**src/rtl/step_pkg.sv**
```systemverilog
// rtl/step_pkg.sv - mode/state encodings and default widths for step_sequencer
package step_pkg;

    localparam int STEP_WIDTH_DEF = 4;
    localparam int WRAP_CNT_W_DEF = 16;

    localparam logic [1:0] MODE_WRAP_UP  = 2'b00;
    localparam logic [1:0] MODE_WRAP_DN  = 2'b01;
    localparam logic [1:0] MODE_PINGPONG = 2'b10;
    localparam logic [1:0] MODE_ONESHOT  = 2'b11;

    localparam logic [1:0] ST_IDLE = 2'd0;
    localparam logic [1:0] ST_RUN  = 2'd1;
    localparam logic [1:0] ST_DONE = 2'd2;

    // Only wrap-down starts its sequence descending.
    function automatic logic start_dir(input logic [1:0] m);
        return m != MODE_WRAP_DN;
    endfunction

endpackage

```
**src/rtl/step_next_calc.sv**
```systemverilog
// rtl/step_next_calc.sv - combinational next-step computation for one RUN tick
module step_next_calc
    import step_pkg::*;
#(
    parameter int WIDTH = STEP_WIDTH_DEF
) (
    input  logic [WIDTH-1:0] count,
    input  logic             dir,
    input  logic [WIDTH-1:0] active_steps,
    input  logic [1:0]       active_mode,
    output logic [WIDTH-1:0] next_count,
    output logic             next_dir,
    output logic             boundary,
    output logic             finish
);

    localparam logic [WIDTH-1:0] ONE = 1;

    // Only used in RUN, where active_steps is never zero.
    logic [WIDTH-1:0] last;
    assign last = active_steps - ONE;

    always_comb begin
        next_count = count;
        next_dir   = dir;
        boundary   = 1'b0;
        finish     = 1'b0;
        case (active_mode)
            MODE_WRAP_UP: begin
                next_dir = 1'b1;
                if (count == last) begin
                    boundary   = 1'b1;
                    next_count = '0;
                end else begin
                    next_count = count + ONE;
                end
            end
            MODE_WRAP_DN: begin
                next_dir = 1'b0;
                if (count == '0) begin
                    boundary   = 1'b1;
                    next_count = last;
                end else begin
                    next_count = count - ONE;
                end
            end
            MODE_PINGPONG: begin
                if (last == '0) begin
                    // Single-step ping-pong: every tick is a boundary.
                    boundary   = 1'b1;
                    next_count = '0;
                    next_dir   = 1'b1;
                end else if (dir) begin
                    if (count == last) begin
                        next_count = last - ONE;
                        next_dir   = 1'b0;
                    end else begin
                        next_count = count + ONE;
                    end
                end else begin
                    if (count == '0) begin
                        boundary   = 1'b1;
                        next_count = ONE;
                        next_dir   = 1'b1;
                    end else begin
                        next_count = count - ONE;
                    end
                end
            end
            default: begin
                next_dir = 1'b1;
                if (count == last) begin
                    finish = 1'b1;
                end else begin
                    next_count = count + ONE;
                end
            end
        endcase
    end

endmodule

```
**src/rtl/step_sequencer.sv**
```systemverilog
// rtl/step_sequencer.sv - multi-mode step index sequencer; STEP_SEQ_WRAP_CNT_EN adds wrap_cnt
module step_sequencer
    import step_pkg::*;
#(
    parameter int WIDTH      = STEP_WIDTH_DEF,
    parameter int WRAP_CNT_W = WRAP_CNT_W_DEF
) (
    input  logic                  clk,
    input  logic                  rst,
    input  logic                  tick,
    input  logic                  enable,
    input  logic                  restart,
    input  logic [WIDTH-1:0]      steps,
    input  logic [1:0]            mode,
    output logic [WIDTH-1:0]      count,
    output logic                  dir,
    output logic                  wrap,
    output logic                  done,
`ifdef STEP_SEQ_WRAP_CNT_EN
    output logic [WRAP_CNT_W-1:0] wrap_cnt,
`endif
    output logic [WIDTH-1:0]      active_steps
);

    localparam logic [WIDTH-1:0] ONE = 1;

    logic [1:0]       state;
    logic [1:0]       active_mode;
    logic [WIDTH-1:0] calc_count;
    logic             calc_dir;
    logic             boundary;
    logic             finish;
    logic             qualified;
    logic             from_pp;
    logic [WIDTH-1:0] start_count;
    logic             wrap_fire;

    step_next_calc #(.WIDTH(WIDTH)) u_next (
        .count        (count),
        .dir          (dir),
        .active_steps (active_steps),
        .active_mode  (active_mode),
        .next_count   (calc_count),
        .next_dir     (calc_dir),
        .boundary     (boundary),
        .finish       (finish)
    );

    assign qualified = tick & enable;
    assign wrap_fire = ~restart & qualified & (state == ST_RUN) & (boundary | finish);

    // A ping-pong sequence continuing past its 0 reversal resumes at 1;
    // a fresh start (from IDLE or another mode) begins at the mode's origin.
    assign from_pp = (state == ST_RUN) && (active_mode == MODE_PINGPONG);

    always_comb begin
        start_count = '0;
        case (mode)
            MODE_WRAP_DN:  start_count = (steps != '0) ? steps - ONE : '0;
            MODE_PINGPONG: start_count = (from_pp && steps > ONE) ? ONE : '0;
            default:       start_count = '0;
        endcase
    end

    always_ff @(posedge clk or negedge rst) begin
        if (!rst) begin
            state        <= ST_IDLE;
            count        <= '0;
            dir          <= 1'b1;
            wrap         <= 1'b0;
            done         <= 1'b0;
            active_steps <= '0;
            active_mode  <= MODE_WRAP_UP;
        end else begin
            wrap <= 1'b0;
            if (restart) begin
                state <= ST_IDLE;
                count <= '0;
                dir   <= 1'b1;
                done  <= 1'b0;
            end else if (qualified) begin
                case (state)
                    ST_IDLE: begin
                        if (steps != '0) begin
                            active_steps <= steps;
                            active_mode  <= mode;
                            state        <= ST_RUN;
                            count        <= start_count;
                            dir          <= start_dir(mode);
                        end
                    end
                    ST_RUN: begin
                        if (finish) begin
                            wrap  <= 1'b1;
                            done  <= 1'b1;
                            state <= ST_DONE;
                        end else if (boundary) begin
                            wrap         <= 1'b1;
                            active_steps <= steps;
                            active_mode  <= mode;
                            if (steps == '0) begin
                                state <= ST_IDLE;
                                count <= '0;
                                dir   <= 1'b1;
                            end else begin
                                count <= start_count;
                                dir   <= start_dir(mode);
                            end
                        end else begin
                            count <= calc_count;
                            dir   <= calc_dir;
                        end
                    end
                    ST_DONE: begin
                    end
                    default: state <= ST_IDLE;
                endcase
            end
        end
    end

`ifdef STEP_SEQ_WRAP_CNT_EN
    always_ff @(posedge clk or negedge rst) begin
        if (!rst) begin
            wrap_cnt <= '0;
        end else if (restart) begin
            wrap_cnt <= '0;
        end else if (wrap_fire && (wrap_cnt != '1)) begin
            wrap_cnt <= wrap_cnt + 1'b1;
        end
    end
`else
    logic unused_wrap_fire;
    assign unused_wrap_fire = wrap_fire;
`endif

endmodule

```
**config.mk**
```make
export PLATFORM = sky130hd
export DESIGN_NAME = step_sequencer
export DESIGN_NICKNAME = d
export VERILOG_FILES = /design/src/rtl/step_pkg.sv /design/src/rtl/step_next_calc.sv /design/src/rtl/step_sequencer.sv
export SDC_FILE = /design/constraint.sdc
export NUM_CORES = 1
export LEC_CHECK = 0
export CAP_MARGIN = 25
export CELL_PAD_IN_SITES_DETAIL_PLACEMENT = 1
export CELL_PAD_IN_SITES_GLOBAL_PLACEMENT = 2
export CORE_MARGIN = 2
export CORE_UTILIZATION = 38
export CTS_CLUSTER_DIAMETER = 150
export DETAILED_ROUTE_END_ITERATION = 8
export DONT_BUFFER_PORTS = 1
export GPL_TIMING_DRIVEN = 0
export PLACE_DENSITY = 0.92
export SYNTH_ARGS = -nofsm -noshare
export SYNTH_HDL_FRONTEND = slang
export SYNTH_SLANG_ARGS = --single-unit
```
**constraint.sdc**
```tcl
create_clock -name clk -period 2.9 [get_ports clk]
set_input_delay 0.145 -clock clk [delete_from_list [all_inputs] [get_ports clk]]
set_output_delay 0.145 -clock clk [all_outputs]
set_load 0.1 [all_outputs]
```
After elaboration in Yosys (flattened, before gate mapping)
Index checks and enable logic that the tools add are counted.
Widths: inputs -> output; s select.
{"block": "word_totals", "register_bits": 15, "in_bits": 11, "output_inout_bits": 11, "word_cells": 110}
{"block": "op_classes", "addsub": 5, "n_lt_le_gt_ge": 1, "eq_ne": 17, "mux": 59, "bitwise": 2, "n_reduce_logical": 19}
{"cell": "$mux 4", "count": 17}
{"cell": "$mux 1", "count": 24}
{"cell": "$pmux 4 s2", "count": 3}
{"cell": "$mux 2", "count": 9}
{"cell": "$sub 4x1->4 const B", "count": 4}
{"cell": "$logic_not 4->1", "count": 3}
{"cell": "$pmux 4 s3", "count": 1}
{"cell": "$reduce_and 5->1", "count": 2}
{"cell": "$ne 2x2->1 const B", "count": 4}
{"cell": "$reduce_bool 2->1", "count": 4}
{"cell": "$ne 7x7->1 const B", "count": 1}
{"cell": "$eq 2x1->1 const B", "count": 3}
{"cell": "$eq 2x2->1 const B", "count": 3}
{"cell": "$ne 3x3->1 const B", "count": 2}
{"cell": "$pmux 2 s3", "count": 1}
{"cell": "$reduce_and 6->1", "count": 1}
{"cell": "$add 4x1->4 const B", "count": 1}
{"cell": "$eq 4x4->1", "count": 1}
{"cell": "$gt 4x1->1 const B", "count": 1}
{"cell": "$logic_not 2->1", "count": 2}
{"cell": "$ne 4x3->1 const B", "count": 1}
{"cell": "$ne 4x4->1 const B", "count": 1}
{"cell": "$pmux 1 s2", "count": 2}
{"cell": "$pmux 2 s2", "count": 1}
{"cell": "10 further kinds", "count": 11}

Depth between registers and ports, before layout
Gate-level depths: netlist (run 1).
{"block": "logic_depth", "depth_word": 11, "depth_mapped": 12, "mapped_depth_nobuf": 8}

Modules after synthesis
A second synthesis (run 1) with hierarchy kept.
{"block": "unflattened", "cells_unflattened": 186, "area_unflattened_um2": 1611.5}
{"mod": "step_sequencer", "instances": 1, "cells_per_inst": 82, "area_per_inst_um2": 890.9}
{"mod": "step_next_calc", "instances": 1, "cells_per_inst": 104, "area_per_inst_um2": 720.7}

Worst setup path before layout (run 1)
No wires, ideal clock.
{"block": "synth_path", "path_kind": "register -> register", "start": "register active_steps[0]", "end": "register active_steps[1]", "setup_ns": 0.126, "arrival_ns": 3.234, "required_time_ns": 2.774, "path_slack_ns": -0.460, "path_stages_with_launch": 13, "path_buffers": 4, "period_less_slack_ns": 3.360, "cell_sequence": "dfrtp_1 buf_6 inv_1 ha_1 clkbuf_1 xnor3_1 nand3_1 or4b_4 and3_4 buf_6 nand2b_4 buf_8 mux2_4"}
{"block": "synth_via", "elab_chain_len": 6, "word_cells_on_any_way": 10, "classes_between": "add/sub (1); eq/ne (3); mux (4); reduce/logical (2)"}
{"item": "start, declared", "line": "step_sequencer.sv:22", "text": "output logic [WIDTH-1:0] active_steps"}
{"item": "start signal, assigned", "line": "step_sequencer.sv:85", "text": "active_steps <= steps;"}
{"item": "start signal, assigned", "line": "step_sequencer.sv:99", "text": "active_steps <= steps;"}
{"item": "$sub 4x1->4 *", "line": "step_next_calc.sv:21", "text": "assign last = active_steps - ONE;"}
{"item": "$eq 4x4->1 / $logic_not 4->1 (equally long branches)", "line": "step_next_calc.sv:31, step_next_calc.sv:72, step_next_calc.sv:48"}
{"item": "$mux 1 (on tied branches)", "line": "step_next_calc.sv:31, step_next_calc.sv:72, step_next_calc.sv:48"}
{"item": "$pmux 1 s3 / $mux 1 (equally long branches)", "line": "step_next_calc.sv:28", "text": "case (active_mode)"}
{"item": "$ne 2x2->1 (no line)"}
{"item": "$reduce_and 6->1 (no line) *"}
Mark *: on every way between the ends. The rest lies on a longest branch, timed or not.
A chain may end at the register's enable or synchronous reset.

Worst setup path in the final report (run 1)
{"block": "layout_path", "start": "register active_steps[0]", "end": "register active_steps[2]"}
The elaborated chain is that of the path after synthesis.

==> results.md, run 1 <==
- Power Density: 729 mW/mm2
- Cts bufs inserted: 3
- Fill cells: 510
- Crit path DAT: between 2000 and 3000 ps
- Met1 global-route usage: 0.273
- # H-tree levels: 1
- Synth top area share: 0.213
- Worst-path maximum fanout: 7
- Die ar.: 0.00487 mm2
- Initial DRC count: between 100 and 150
- Min Tclk post-route: about 2800 ps
- Hold Fails Final Rpt: 0
- Final instance area: between 0.002 and 0.0025 mm2
- Final setup vio count: 0
- Via count: approximately 1,600
- Ratio of cells with drive above 1 in the final layout: 0.262
- Clock Path Buffers: 2
- Largest cells by area after synthesis: dfrtp_1 (21%), ha_1 (5.3%), o21ai_0 (4.3%)
- Sum Neg Setup Slack: 0 ps
- Seq/Total Area, Yosys: 0.229
- Met2 usage: 0.393
- Number of diodes: 0
- Drt drc: 0
- Hold slack: around 37 ps
- Count of different cell masters after synthesis: 58
- Largest net degree at the start of global routing: 16
- Area of the multi-input gates: 0.00127 mm2
- RSZ-0062 raised after global routing: yes
- Synth-to-layout area growth: 22.1%
- Worst-Margin Slew: approximately 900 ps
- Leak: 0.786 nW
- Die height: roughly 70 um
- VDD IR-drop max: roughly 0.4 mV
- Hold crit path type: input pin to flip-flop
- Met3 Usage GRT: 0.0262
- Inst Count DP: 251
- Synthesized cell area: roughly 0.0016 mm2
- WL/cell: around 20 um
- Peak Freq: about 0.35 GHz
- Root Driver: clkbuf_8
- Syn_area_per_cell: slightly above 8 um2
- Syn Inst Count: 200
- Seq cells post-synth: 15
- Max Cap Viol: 0
- Outcome: completed
- GRT Overall Usage: 0.219
- Die width: between 60 and 70 um
- Worst rel slew slack: 0.404
- Dominant cell type by area after synthesis: dfrtp_1
- Routed WL: ~5300 um
- Crit share post-route: 0.980
- Post-synth top flop: dfrtp_1
- Global-route wire length before repair: ~8700 um
- Via/cell ratio: between 6 and 7
- Detail Placement HPWL: approximately 4000 um
- Critical path launch point type: flip-flop
- CTS tree: done
- Worst EP required: roughly 3000 ps
- Vias in the first global route: between 1,500 and 2,000
- RePlAce Congestion: 0.948
- Register Area: around 400 um2
- GRT Residual Overflow: 0
- Clock sink count: 15
- Syn nets: 218
- Worst-path clk slew: around 70 ps
- Busiest grt layer: met2
- Core Area: around 0.0041 mm2
- FFs w/ async S/R, synth: 1.00
- Post-layout nets: 233
- Initial antenna violation count: 0
- Initial Util: 0.403
- Drt first pass iters: 4
- I/O Buffers: 0
- Worst clock skew: ~7 ps
- Synthesis warning total: 0
- Slew Limit Fails: 0
- Critical Path Sink Type: flip-flop
- Ports: 22
- Crit Path Category: flip-flop to flip-flop
- Placed Area: approximately 0.0018 mm2
- Total power: 1.47 mW
- Core Rows: 23
- Final non-filler cell total: ~260
- Number of enable flip-flop cells after synthesis: 0
- Post-route ant nets: 0
- Worst-Skew Late Latency: roughly 250 ps
==> cell usage after synthesis (2+ instances only) <==
library cell,count
o31ai_1,2
a21oi_1,8
mux2i_1,4
nor2_1,11
nor3_1,9
mux2_2,2
nand3b_1,2
nor2b_1,6
nor3b_1,3
o21ai_0,14
or3_1,4
ha_1,7
o21a_1,2
xor2_1,6
o311ai_0,2
nand3_1,9
nand2_1,17
a32oi_1,2
dfrtp_1,14
nor4_1,3
mux2_4,4
clkbuf_1,6
buf_2,3
a2111oi_0,2
inv_1,9
a31oi_1,5
o211ai_1,3
a211oi_1,2
a21o_1,2
buf_6,2
xnor2_1,5
nand2b_1,4
==> routing by layer <==
layer | vias to the layer above | share of wire
met4 | 0 | 0.019
met3 | 11 | 0.049
li1 | 761 | -
met1 | 816 | 0.43
met5 | - | 0
met2 | 47 | 0.50
==> cells by family (layout without fill, tap and decap cells) <==
logic type / after synthesis / in the layout / synth area share
muxes: 10 / 10 / 0.0745
DFF: 15 / 15 / 0.229
adders and majority gates: 7 / 7 / 0.0532
AOI/OAI and AO/OA: 55 / 55 / 0.228
buffers and inverters: 23 / 37 / 0.0730
and+or+nand+nor: 78 / 78 / 0.270
xor gates and xnor gates: 12 / 12 / 0.0722
==> worst paths after layout <==
check	from	to	slack, ps	cells past startpoint
setup reg to reg	active_steps[0]$_DFFE_PN0P_	active_steps[2]$_DFFE_PN0P_	60	11
max in group asynchronous	rst	active_steps[1]$_DFFE_PN0P_	2000	1
hold reg to reg	state[1]$_DFFE_PN0P_	state[1]$_DFFE_PN0P_	570	2
hold / removal	mode[1]	active_mode[1]$_DFFE_PN0P_	40	1
min in group asynchronous	rst	wrap$_DFF_PN0_	380	1
setup / recovery	active_steps[0]$_DFFE_PN0P_	active_steps[2]$_DFFE_PN0P_	60	11
==> registers in the layout (all words and copies together), names as in the netlist <==
name and count:
active_steps 4, count 4, active_mode 2, state 2, dir 1, done 1, wrap 1
==> area by class of cell <==
cell class | instances | share of cell area
tap | 50 | 0.0311
clock buffer | 3 | 0.0205
clock inverter | 1 | 0.00249
sequential | 15 | 0.197
inverter | 9 | 0.0168
multi-input combinational | 162 | 0.632
timing repair buffer | 11 | 0.0585
buffer | 13 | 0.0417
==> placed cells by master, fill, tap and decap left out, types with 5 or more instances in the layout <==
master,synthesis,layout
inv_1,9,7
nor3_1,9,9
xor2_1,6,5
buf_4,1,9
nand3_1,9,8
dfrtp_1,14,7
nor2b_1,6,6
ha_1,7,6
a21oi_1,8,7
nand2_1,17,17
o21ai_0,14,13
nor2_1,11,10
clkbuf_1,6,5
==> report_power, final <==
part	switching [mW]	internal [mW]	total, mW
Clock	0.0789	0.0953	0.174
Sequential	0.199	0.249	0.448
Combinational	0.478	0.365	0.843
Total	0.756	0.709	1.47
==> critical path: stages (launching register included) <==
cell      delay, ps
dfrtp_4         630
buf_6           170
inv_2            50
ha_4            150
clkbuf_8        140
xnor3_1         230
nand3_2         100
or4b_4          510
and3_4          190
buf_6           130
nand2b_4        120
mux2_4          310
==> stage by stage <==
| step | setup slack, ps | utilization |
|---|---|---|
| 6_report | 59.4 | 0.492 |
| 5_1_grt | -16.6 | 0.492 |
| 4_1_cts | 14.8 | 0.469 |
| 3_5_place_dp | -309 | 0.431 |
| 3_3_place_gp | -378 | 0.425 |
| 2_1_floorplan | 13.0 | - |
==> timing repair <==
item,CTS,global route
gates cloned,0,0
endpoints found under the setup margin,12,9
pin swaps,2,4
gates resized for setup,12,14
hold buffers,1,0
hold endpoints to repair,15,0
setup buffers,4,5
Power figures use the tool's default switching activity.
==> run 2, diff against run 1 <==
--- a/config.mk
+++ b/config.mk
@@ -9,12 +9,12 @@
 export CELL_PAD_IN_SITES_DETAIL_PLACEMENT = 1
 export CELL_PAD_IN_SITES_GLOBAL_PLACEMENT = 2
 export CORE_MARGIN = 2
-export CORE_UTILIZATION = 38
+export CORE_UTILIZATION = 34
 export CTS_CLUSTER_DIAMETER = 150
 export DETAILED_ROUTE_END_ITERATION = 8
 export DONT_BUFFER_PORTS = 1
 export GPL_TIMING_DRIVEN = 0
-export PLACE_DENSITY = 0.92
+export PLACE_DENSITY = 0.87
 export SYNTH_ARGS = -nofsm -noshare
 export SYNTH_HDL_FRONTEND = slang
 export SYNTH_SLANG_ARGS = --single-unit
==> constraint.sdc (replaced) <==
create_clock -name clk -period 2.35 [get_ports clk]
set_input_delay 0.1175 -clock clk [delete_from_list [all_inputs] [get_ports clk]]
set_output_delay 0.1175 -clock clk [all_outputs]
set_load 0.1 [all_outputs]
==> results.md, run 2 (synthesis results as in run 1) <==
- Outcome: finished with violations
- Failing checks: setup timing
- I/O Buffers: 0 (unchanged)
- Worst EP required: 2490 ps (-540 ps)
- Worst-Skew Late Latency: 250 ps (about the same)
- Inst Count DP: 254 (+1.2%)
- Ratio of cells with drive above 1 in the final layout: 0.336 (+0.0747)
- Detail Placement HPWL: 3740 um (-4.1%)
- Vias in the first global route: 1,657 (-5.7%)
- Die width: 73.6 um (+5.4%)
- Fill cells: 555 (+8.8%)
- GRT Overall Usage: 0.202 (-0.0175)
- WL/cell: 19.7 um (-1.0%)
- Number of diodes: 0 (unchanged)
- Sum Neg Setup Slack: -3840 ps (-3840 ps)
- Cts bufs inserted: 3 (unchanged)
- Crit share post-route: 1.14 (+0.156)
- Crit Path Category: flip-flop to flip-flop
- Post-route ant nets: 0 (unchanged)
- Worst clock skew: 0.747 ps (-6.20 ps)
- Die ar.: 0.00541 mm2 (+11%)
- Leak: 0.818 nW (+4.0%)
- Clock sink count: 15 (unchanged)
- Drt drc: 0 (unchanged)
- Slew Limit Fails: 0 (unchanged)
- Crit path DAT: 2810 ps (-160 ps)
- Critical path launch point type: flip-flop
- Fin worst setup slack: -317 ps (-377 ps)
- Hold crit path type: input pin to flip-flop
- Min Tclk post-route: 2670 ps (-173 ps)
- Total power: 1.93 mW (+32%)
- Initial DRC count: 96 (-16%)
- Hold Fails Final Rpt: 0 (unchanged)
- Die height: 73.6 um (+5.4%)
- Post-layout nets: 239 (+2.6%)
- Worst-path maximum fanout: 6 (-1)
- Worst reg2reg path startpoint: active_steps[0]$_DFFE_PN0P_
- Core Area: 0.00469 mm2 (+15%)
- Core Util, Final: 0.455 (-0.0371)
- Worst setup startpoint: active_steps[0]$_DFFE_PN0P_
- Biggest regs: active_steps: 4 flops, count: 4 flops
- Via count: 1,670 (+2.1%)
- Highest-count cells in the layout ignoring fill and taps: nand2_1 (17), buf_4 (14), nor2_1 (9), nor3_1 (9), o21ai_0 (8)
- CTS tree: done
- Core Rows: 25 (+8.7%)
- Final instance area: 0.00213 mm2 (+6.2%)
- Final non-filler cell total: 274 (+3.8%)
- VDD IR-drop max: 0.738 mV (+79%)
- RePlAce Congestion: 0.879 (-7.3%)
- Drt first pass iters: 4 (unchanged)
- Worst-path clk slew: 60 ps (about the same)
- Hold slack: 7.27 ps (-30.1 ps)
- Routed WL: 5400 um (+2.7%)
- Global-route wire length before repair: 8450 um (-2.5%)
- Commonest non-fill, non-tap cell in the layout: nand2_1
- RSZ-0062 raised after global routing: yes
- Final setup vio count: 15 (+15)
- Clock Path Buffers: 2 (unchanged)
- Worst-Margin Slew: 888 ps (-5.75 ps)
- Worst rel slew slack: 0.408 (+0.00384)
- Ports: 22 (unchanged)
- Critical Path Sink Type: flip-flop
- Initial Util: 0.351 (-0.0520)
- # H-tree levels: 1 (unchanged)
- Max Cap Viol: 0 (unchanged)
- Initial antenna violation count: 0 (unchanged)
- GRT Residual Overflow: 0 (unchanged)
- Placed Area: 0.00179 mm2 (+1.7%)
- Power Density: 907 mW/mm2 (+24%)
- Peak Freq: 0.375 GHz (+6.5%)
- Largest net degree at the start of global routing: 16 (unchanged)
- Synth-to-layout area growth: 29.7%
- Root Driver: clkbuf_8
- Min-delay src: steps[1]
- Via/cell ratio: 6.09 (-1.6%)
- Setup WS pre-CTS: -746 ps (-437 ps)
## run 2: changes by cell type in the layout (fill, tap and decap cells not counted), moves of 2 or more
cell,delta
o21ai_0,-5
dfrtp_4,+2
o21ai_1,+4
a21oi_1,-2
or3_4,+2
buf_6,+3
a21oi_2,+2
buf_4,+5
or3_1,-2
## run 2: cell type report
cell class | count | area [um2] | area share
Inverter | 9 | 36.3 | 0.0170
Tap cell | 54 | 67.6 | 0.0317
Multi-Input combinational cell | 162 | 1340 | 0.630
Buffer | 11 | 66.3 | 0.0311
Timing Repair Buffer | 19 | 173 | 0.0809
Clock buffer | 4 | 45.0 | 0.0211
Sequential cell | 15 | 402 | 0.188
## run 2: worst paths after layout
kind / slack, ps / to / cells after the start
max: -320 / active_steps[2]$_DFFE_PN0P_ / 9
min: 7 / active_steps[1]$_DFFE_PN0P_ / 1
max reg2reg: -320 / active_steps[2]$_DFFE_PN0P_ / 9
min reg2reg: 610 / state[1]$_DFFE_PN0P_ / 2
max in group asynchronous: 1440 / count[2]$_DFFE_PN0P_ / 1
min in group asynchronous: 370 / done$_DFFE_PN0P_ / 1
## run 2: report_power, final
group          leakage, nW  switching, mW  internal, mW  total [mW]
clock network       0.0228         0.0963         0.120       0.217
registers            0.180          0.252         0.308       0.560
logic                0.615          0.622         0.537        1.16
## run 2: per-layer routing
layer | part of all wire | GRT usage | vias to the layer above
met5 | 0 | 0 | -
met3 | 0.035 | 0.0302 | 9
met2 | 0.52 | 0.351 | 33
li1 | - | - | 779
met1 | 0.43 | 0.254 | 849
met4 | 0.019 | 0.0646 | 0
## run 2: repair_timing
item	in CTS	in global routing
hold endpoints to repair	15	0
pin swaps	8	11
hold buffers	1	0
resized for setup	22	20
buffers inserted	11	7
endpoints found under the setup margin	15	15
## run 2: worst max-delay path, stage by stage, from the launching register on
cell and delay (ps):
dfrtp_4 630, buf_8 160, inv_4 30, ha_4 270, xor2_2 160, nand3_2 140, or4b_4 520, and3_4 190
nand2b_4 120, mux2_4 310
